<file path="src/rtl/crack_collect.sv">
// crack_collect: launches two key-search cores (even/odd key halves), waits for
// the first valid result, aborts the other core, drains both and reports the
// winning key together with a saturating launch-to-done cycle count.
module crack_collect (
  input  logic        clk,
  input  logic        rst_n,
  input  logic        en,
  output logic        rdy,
  output logic        c0_en,
  output logic        c1_en,
  input  logic        c0_rdy,
  input  logic        c1_rdy,
  input  logic        c0_key_valid,
  input  logic        c1_key_valid,
  input  logic [23:0] c0_key,
  input  logic [23:0] c1_key,
  output logic        stop,
  output logic [23:0] key,
  output logic        key_valid,
  output logic        done,
  output logic [31:0] cycles
);

  typedef enum logic [2:0] {
    ST_IDLE   = 3'd0,
    ST_LAUNCH = 3'd1,
    ST_WAIT   = 3'd2,
    ST_ABORT  = 3'd3,
    ST_DRAIN  = 3'd4,
    ST_DONE   = 3'd5
  } state_t;

  state_t      state_r, state_s;

  // first_r marks the first WAIT cycle, when core rdy flags are still stale
  logic        first_r;
  logic        c0_rdy_d_r, c1_rdy_d_r;
  logic        c0_fin_r, c1_fin_r, c0_fin_s, c1_fin_s;

  logic        rdy_r, c0_en_r, c1_en_r, stop_r, key_valid_r, done_r;
  logic [23:0] key_r;
  logic [31:0] cycles_r;

  logic        rdy_s, cen_s, stop_s, key_valid_s, done_s;
  logic [23:0] key_s;
  logic [31:0] cycles_s;

  logic        c0_rise_s, c1_rise_s, c0_hit_s, c1_hit_s;
  logic        c0_done_s, c1_done_s, win_s, pick1_s, accept_s, busy_s;
  logic [23:0] win_key_s;

  // Finish detection and winner selection (lower key wins a same-cycle tie-break, core 0 on equal keys)
  always_comb begin
    c0_rise_s = c0_rdy & ~c0_rdy_d_r & ~first_r;
    c1_rise_s = c1_rdy & ~c1_rdy_d_r & ~first_r;
    c0_hit_s  = c0_rise_s & c0_key_valid & ~c0_fin_r;
    c1_hit_s  = c1_rise_s & c1_key_valid & ~c1_fin_r;
    c0_done_s = c0_fin_r | c0_rise_s;
    c1_done_s = c1_fin_r | c1_rise_s;
    win_s     = c0_hit_s | c1_hit_s;
    if (c0_hit_s && c1_hit_s) begin
      pick1_s = (c1_key < c0_key);
    end else begin
      pick1_s = c1_hit_s;
    end
    win_key_s = pick1_s ? c1_key : c0_key;
    accept_s  = en & ((state_r == ST_IDLE) | (state_r == ST_DONE));
    busy_s    = (state_r == ST_LAUNCH) | (state_r == ST_WAIT) |
                (state_r == ST_ABORT)  | (state_r == ST_DRAIN);
  end

  // State register
  always_ff @(posedge clk or negedge rst_n) begin
    if (!rst_n) begin
      state_r <= ST_IDLE;
    end else begin
      state_r <= state_s;
    end
  end

  // Next-state logic
  always_comb begin
    state_s = state_r;
    case (state_r)
      ST_IDLE:   if (en) state_s = ST_LAUNCH; else state_s = ST_IDLE;
      ST_LAUNCH: state_s = ST_WAIT;
      ST_WAIT: begin
        if (win_s) begin
          state_s = ST_ABORT;
        end else if (c0_done_s && c1_done_s) begin
          state_s = ST_DONE;
        end else begin
          state_s = ST_WAIT;
        end
      end
      ST_ABORT:  state_s = ST_DRAIN;
      ST_DRAIN:  if (c0_rdy && c1_rdy) state_s = ST_DONE; else state_s = ST_DRAIN;
      ST_DONE:   if (en) state_s = ST_LAUNCH; else state_s = ST_DONE;
      default:   state_s = ST_IDLE;
    endcase
  end

  // Output logic: next values for the registered outputs and bookkeeping
  always_comb begin
    rdy_s       = (state_s == ST_IDLE) | (state_s == ST_DONE);
    cen_s       = (state_s == ST_LAUNCH);
    stop_s      = (state_s == ST_ABORT);
    done_s      = (state_s == ST_DONE);
    key_s       = key_r;
    key_valid_s = key_valid_r;
    c0_fin_s    = c0_fin_r;
    c1_fin_s    = c1_fin_r;
    if (accept_s) begin
      key_s       = 24'h000000;
      key_valid_s = 1'b0;
      c0_fin_s    = 1'b0;
      c1_fin_s    = 1'b0;
    end else if (state_r == ST_WAIT) begin
      c0_fin_s = c0_done_s;
      c1_fin_s = c1_done_s;
      if (win_s) begin
        key_s       = win_key_s;
        key_valid_s = 1'b1;
      end else begin
        key_s       = key_r;
        key_valid_s = key_valid_r;
      end
    end else begin
      key_s       = key_r;
      key_valid_s = key_valid_r;
    end
    if (accept_s) begin
      cycles_s = 32'd0;
    end else if (busy_s && (cycles_r != 32'hFFFF_FFFF)) begin
      cycles_s = cycles_r + 32'd1;
    end else begin
      cycles_s = cycles_r;
    end
  end

  // Output and bookkeeping registers
  always_ff @(posedge clk or negedge rst_n) begin
    if (!rst_n) begin
      rdy_r       <= 1'b1;
      c0_en_r     <= 1'b0;
      c1_en_r     <= 1'b0;
      stop_r      <= 1'b0;
      done_r      <= 1'b0;
      key_r       <= 24'h000000;
      key_valid_r <= 1'b0;
      cycles_r    <= 32'd0;
      first_r     <= 1'b0;
      c0_rdy_d_r  <= 1'b1;
      c1_rdy_d_r  <= 1'b1;
      c0_fin_r    <= 1'b0;
      c1_fin_r    <= 1'b0;
    end else begin
      rdy_r       <= rdy_s;
      c0_en_r     <= cen_s;
      c1_en_r     <= cen_s;
      stop_r      <= stop_s;
      done_r      <= done_s;
      key_r       <= key_s;
      key_valid_r <= key_valid_s;
      cycles_r    <= cycles_s;
      first_r     <= (state_r == ST_LAUNCH);
      c0_rdy_d_r  <= c0_rdy;
      c1_rdy_d_r  <= c1_rdy;
      c0_fin_r    <= c0_fin_s;
      c1_fin_r    <= c1_fin_s;
    end
  end

  assign rdy       = rdy_r;
  assign c0_en     = c0_en_r;
  assign c1_en     = c1_en_r;
  assign stop      = stop_r;
  assign done      = done_r;
  assign key       = key_r;
  assign key_valid = key_valid_r;
  assign cycles    = cycles_r;

endmodule

</file>
<file path="config.mk">
export PLATFORM = sky130hd
export DESIGN_NAME = crack_collect
export DESIGN_NICKNAME = d
export VERILOG_FILES = /design/src/rtl/crack_collect.sv
export SDC_FILE = /design/constraint.sdc
export NUM_CORES = 1
export LEC_CHECK = 0
export BUFFER_PORTS_ARGS = -buffer_cell sky130_fd_sc_hd__buf_2
export CORE_MARGIN = 4
export CORE_UTILIZATION = 53
export CTS_CLUSTER_DIAMETER = 200
export DETAILED_ROUTE_END_ITERATION = 8
export PLACE_DENSITY = 0.81
export SYNTH_ARGS = -nofsm -noshare
export SYNTH_HDL_FRONTEND = slang
export SYNTH_SLANG_ARGS = --single-unit
</file>
<file path="constraint.sdc">
create_clock -name clk -period 2 [get_ports clk]
set_input_delay 0.3 -clock clk [delete_from_list [all_inputs] [get_ports clk]]
set_output_delay 0.3 -clock clk [all_outputs]
set_load 0.005 [all_outputs]
</file>
==> results.txt <==
The flow ran to the end, but the final reports show violations. The final reports fail on setup timing. The kind of launch point of the worst setup path is a flip-flop.

A synthesized cell averages 8.95 um2. Root cell of the clock tree: sky130_fd_sc_hd__clkbuf_8. For this design the total switching power over the nets is 2.10 mW.

The post-layout net count is 716. The smallest clock period supported by the final layout is computed as 2.12 ns. Synthesis produced 481 cells. The global routing usage summed across all routing layers is 0.252, and the transition at the pin with the smallest max-transition slack is 0.400 ns.

Global routing finished with a remaining overflow of 0. After floorplanning, the core was divided into 32 placement rows. The delay of the slowest cell on the worst path is 0.55 ns, and the data arrival at the endpoint of the critical path is 2.33 ns. In this run the register-to-register setup slack is -0.12 ns.

Die span in y: 98.1 um. Summing every instance area after synthesis gives 4300 um2. STA classifies the critical path endpoint as a flip-flop.

Using the TritonRoute via totals, the vias-per-cell ratio works out to 6.16. The logs give 8730 um for the detailed-placement wirelength estimate and -0.116 ns for the post-route worst setup slack. In this run the static leakage power is 2.96 nW. The post-synthesis xor/xnor area fraction came out at 0.0549. Adder and majority gate portion of the synthesized area: 0.0698. Hold is met by 0.0851 ns. The worst register-to-register path begins at c0_rdy_d_r.

The class of the tightest hold or removal check is in -> reg. The critical path's slowest cell was sky130_fd_sc_hd__dfstp_2. The effective utilization at floorplan came out at 0.551. Pin placement for this block handled 117 I/O pins.

During synthesis, Yosys emitted a total of 0 warnings. The logs give 1730 um2 for the sequential cell area in the final layout and 70 for the largest net degree at the start of global routing. After synthesis, the largest family of logic cells by area is simple AND/OR/NAND/NOR gates. Dividing total power by cell area gives a power density of 943 nW/um2. The synthesized design contains 69 register bits. The finished cells cover 5990 um2. The final worst-path cycle share works out to 1.06. The share of total power in sequential cells is 0.346.

The worst reg2reg path depth came out at 8. The number of filler instances in the final layout came out at 502. The signal on the critical path passes through nor3b_2 -> and3b_2 -> o21ai_2 -> buf_4 -> clkinv_1 -> buf_12 -> a31oi_1 -> o211ai_1. The area growth from synthesis to layout is 39.1%. The post-synthesis share of cell area spent on and, or, nand and nor gates is 0.278, and the number of antenna violations at the first check in global routing is 1. The proportion of layout cells with a drive suffix above 1 is 0.363.

The total die area was 9630 um2; the area after detailed placement was 5320 um2. Setup repair after global routing could not meet its margin everywhere. The detailed router finished its first iteration with 323 violations.

The count of buffers added on input and output ports is 116. The last weighted congestion value of the routability-driven placer was 0.851; the routed wirelength normalized by instance count was 18.5 um. For the combinational share of power, the log shows 0.428.

The tool flagged a number of max-cap violations equal to 0. TritonCTS built the clock tree. The die extent in x is 98.1 um, and the maximum vdd ir drop is 0.607 mV.

The first global-routing pass estimated 20,100 um of wire. The worst setup path category is reg -> reg. The first TritonRoute pass finished after 6 iterations. The instance count along the most critical hold path was 1. The tools report the final setup skew as 0.0122 ns.

In this run the critical register-to-register path is captured at key[12]. The area occupied by multi-input gates is 2720 um2, and the number of library cell types mapped by synthesis is 57. The run gives 2 as the maximum clock path buffer count.

The maximum operating frequency came out at 473 MHz. The mux cell area share after synthesis is 0.00727. The logs give 2.21 ns for the required time at the worst-slack endpoint and 4,586 for the total vias in the final route.

The worst min-delay path endpoint was c0_rdy_d_r. The fraction of the yosys area taken by sequential cells is 0.402, and the worst-path maximum fanout is 26. The number of nets in the synthesized netlist is 560.

The tools report the count of H-tree levels built during CTS as 3. The internal power of the cells totals 3.55 mW. The net switching fraction of the power is 0.372.

Setup violations remaining at the end of the flow were counted as 13. The count of nets left with antenna violations once routing finished came out at 0. Pre-CTS setup slack: -0.209 ns. The logs give 9 for the number of buffers inserted during clock tree synthesis and 69 for the number of sinks driven by the clock tree. DRC violation count after routing: 0. The sum of routed wire length over all layers came out at 13,800 um. The final-report hold violation count is 0, and the via count of the first global-routing pass is 4,368.

Compound-cell area share of the yosys netlist: 0.139. The register with the most flip-flops in the layout has 32 of them. The clock transition at the register clock pins on the worst setup and hold paths after CTS works out to 0.08 ns. The relative max-transition margin is 0.730. The startpoint of the tightest hold check path was c0_rdy.

The area of the placeable core is 7810 um2. The clock insertion delay at the later pin of the skew report is 0.35 ns. The fraction of power consumed by the clock network is 0.225, and the max-slew violation count is 0.

The total negative slack for setup checks was -0.284 ns.
==> worst max-delay path by stage <==
stage	from	cells past startpoint	to
after floorplan	c0_key[23]	9	key[10]
after global placement	c0_key[21]	10	key[1]
after detailed placement	c0_key[22]	10	key[21]
after CTS	cycles[14]	7	cycles[5]
after global routing	c0_rdy_d_r	8	key[12]
final	c0_rdy_d_r	8	key[12]
==> synth_stat cells, drive strengths merged <==
master	count	share of area
a211o	1	0.0020
a211oi	2	0.0047
a21o	2	0.0035
a21oi	16	0.019
a221o	1	0.0023
a311o	1	0.0023
a31oi	26	0.039
and2	5	0.0073
and3	27	0.039
and3b	1	0.0020
and4	5	0.010
buf	9	0.012
clkbuf	16	0.014
clkinv	1	0.00087
dfrtp	66	0.38
dfstp	3	0.018
ha	24	0.070
inv	25	0.022
mux2	1	0.0026
mux2i	2	0.0047
nand2	48	0.042
nand2b	4	0.0058
nand3	41	0.049
nand3b	2	0.0035
nand4	16	0.025
nor2	39	0.034
nor2b	3	0.0044
nor3	7	0.012
nor3b	6	0.013
nor4	6	0.014
nor4b	3	0.0096
o211a	1	0.0023
o211ai	24	0.042
o21a	1	0.0017
o21ai	13	0.016
o22ai	1	0.0015
o32a	1	0.0023
or2	1	0.0015
or3	2	0.0041
or3b	1	0.0020
xnor2	6	0.012
xor2	21	0.043
==> what timing repair did <==
item,CTS,global route
endpoints found under the hold margin,58,0
endpoints found under the setup margin,0,44
setup buffers,0,2
hold buffers,1,0
resized for setup,0,47
==> through the flow <==
| step | total power [mW] | utilization | cells |
|---|---|---|---|
| after floorplan | 3.05 | - | 481 |
| after global placement | 3.86 | 0.682 | 723 |
| after detailed placement | 3.93 | 0.682 | 723 |
| after CTS | 5.21 | 0.710 | 740 |
| after global routing | 5.97 | 0.767 | 745 |
| final | 5.64 | 0.767 | 745 |
==> logic make-up (layout without fill, tap and decap cells) <==
group                    after synthesis  in the layout
AO/OA/AOI/OAI                         90             90
adder cells (fa/ha/maj)               24             24
flip-flops                            69             69
buffers and inverters                 51            212
XOR/XNOR                              27             27
other                                  0              1
multiplexers                           3              3
AND/OR/NAND/NOR                      217            217
==> critical path: cells and delay by family (launching register included) <==
kind            cells  cell delay, ns
buf+inv             3            0.46
simple gates        2            0.30
compound gates      3            0.62
flops               1            0.55
==> area by class of cell <==
| cell class | count | area share |
|---|---|---|
| Clock buffer | 10 | 0.0213 |
| Antenna cell | 1 | 0.000418 |
| Clock inverter | 6 | 0.0146 |
| Tap cell | 102 | 0.0213 |
| Multi-Input combinational cell | 361 | 0.455 |
| Sequential cell | 69 | 0.290 |
| Inverter | 26 | 0.0163 |
| Timing Repair Buffer | 170 | 0.182 |
==> routing by layer <==
| metal | vias to the layer above | global-route usage | share of wire |
|---|---|---|---|
| li1 | 2058 | - | - |
| met1 | 2174 | 0.320 | 0.38 |
| met2 | 283 | 0.418 | 0.49 |
| met3 | 71 | 0.0393 | 0.083 |
| met4 | 0 | 0.122 | 0.047 |
| met5 | - | 0 | 0 |
==> power groups by stage <==
stage / sequential (mW) / combinational (mW) / clock [mW]
global route: 1.99 / 2.62 / 1.36
CTS: 1.93 / 2.00 / 1.28
floorplan: 1.96 / 1.09 / 0
global placement: 1.94 / 1.91 / 0
detailed placement: 1.94 / 1.99 / 0
finish: 1.95 / 2.42 / 1.27
==> cells in the final DEF (no fill, tap or decap), drive strengths merged, types with 3 or more instances in the layout <==
cell / count
inv: 26
and4: 5
o211ai: 24
dfstp: 3
nor3: 7
nand2b: 4
xnor2: 6
clkbuf: 12
and2: 5
nor3b: 6
a31oi: 26
dfrtp: 66
ha: 24
clkinv: 4
xor2: 21
nor2b: 3
buf: 167
nor4: 6
o21ai: 13
nor4b: 3
a21oi: 16
nand2: 48
nor2: 39
and3: 27
nand3: 41
nand4: 16
No activity file was read; power rests on OpenSTA's default activity.
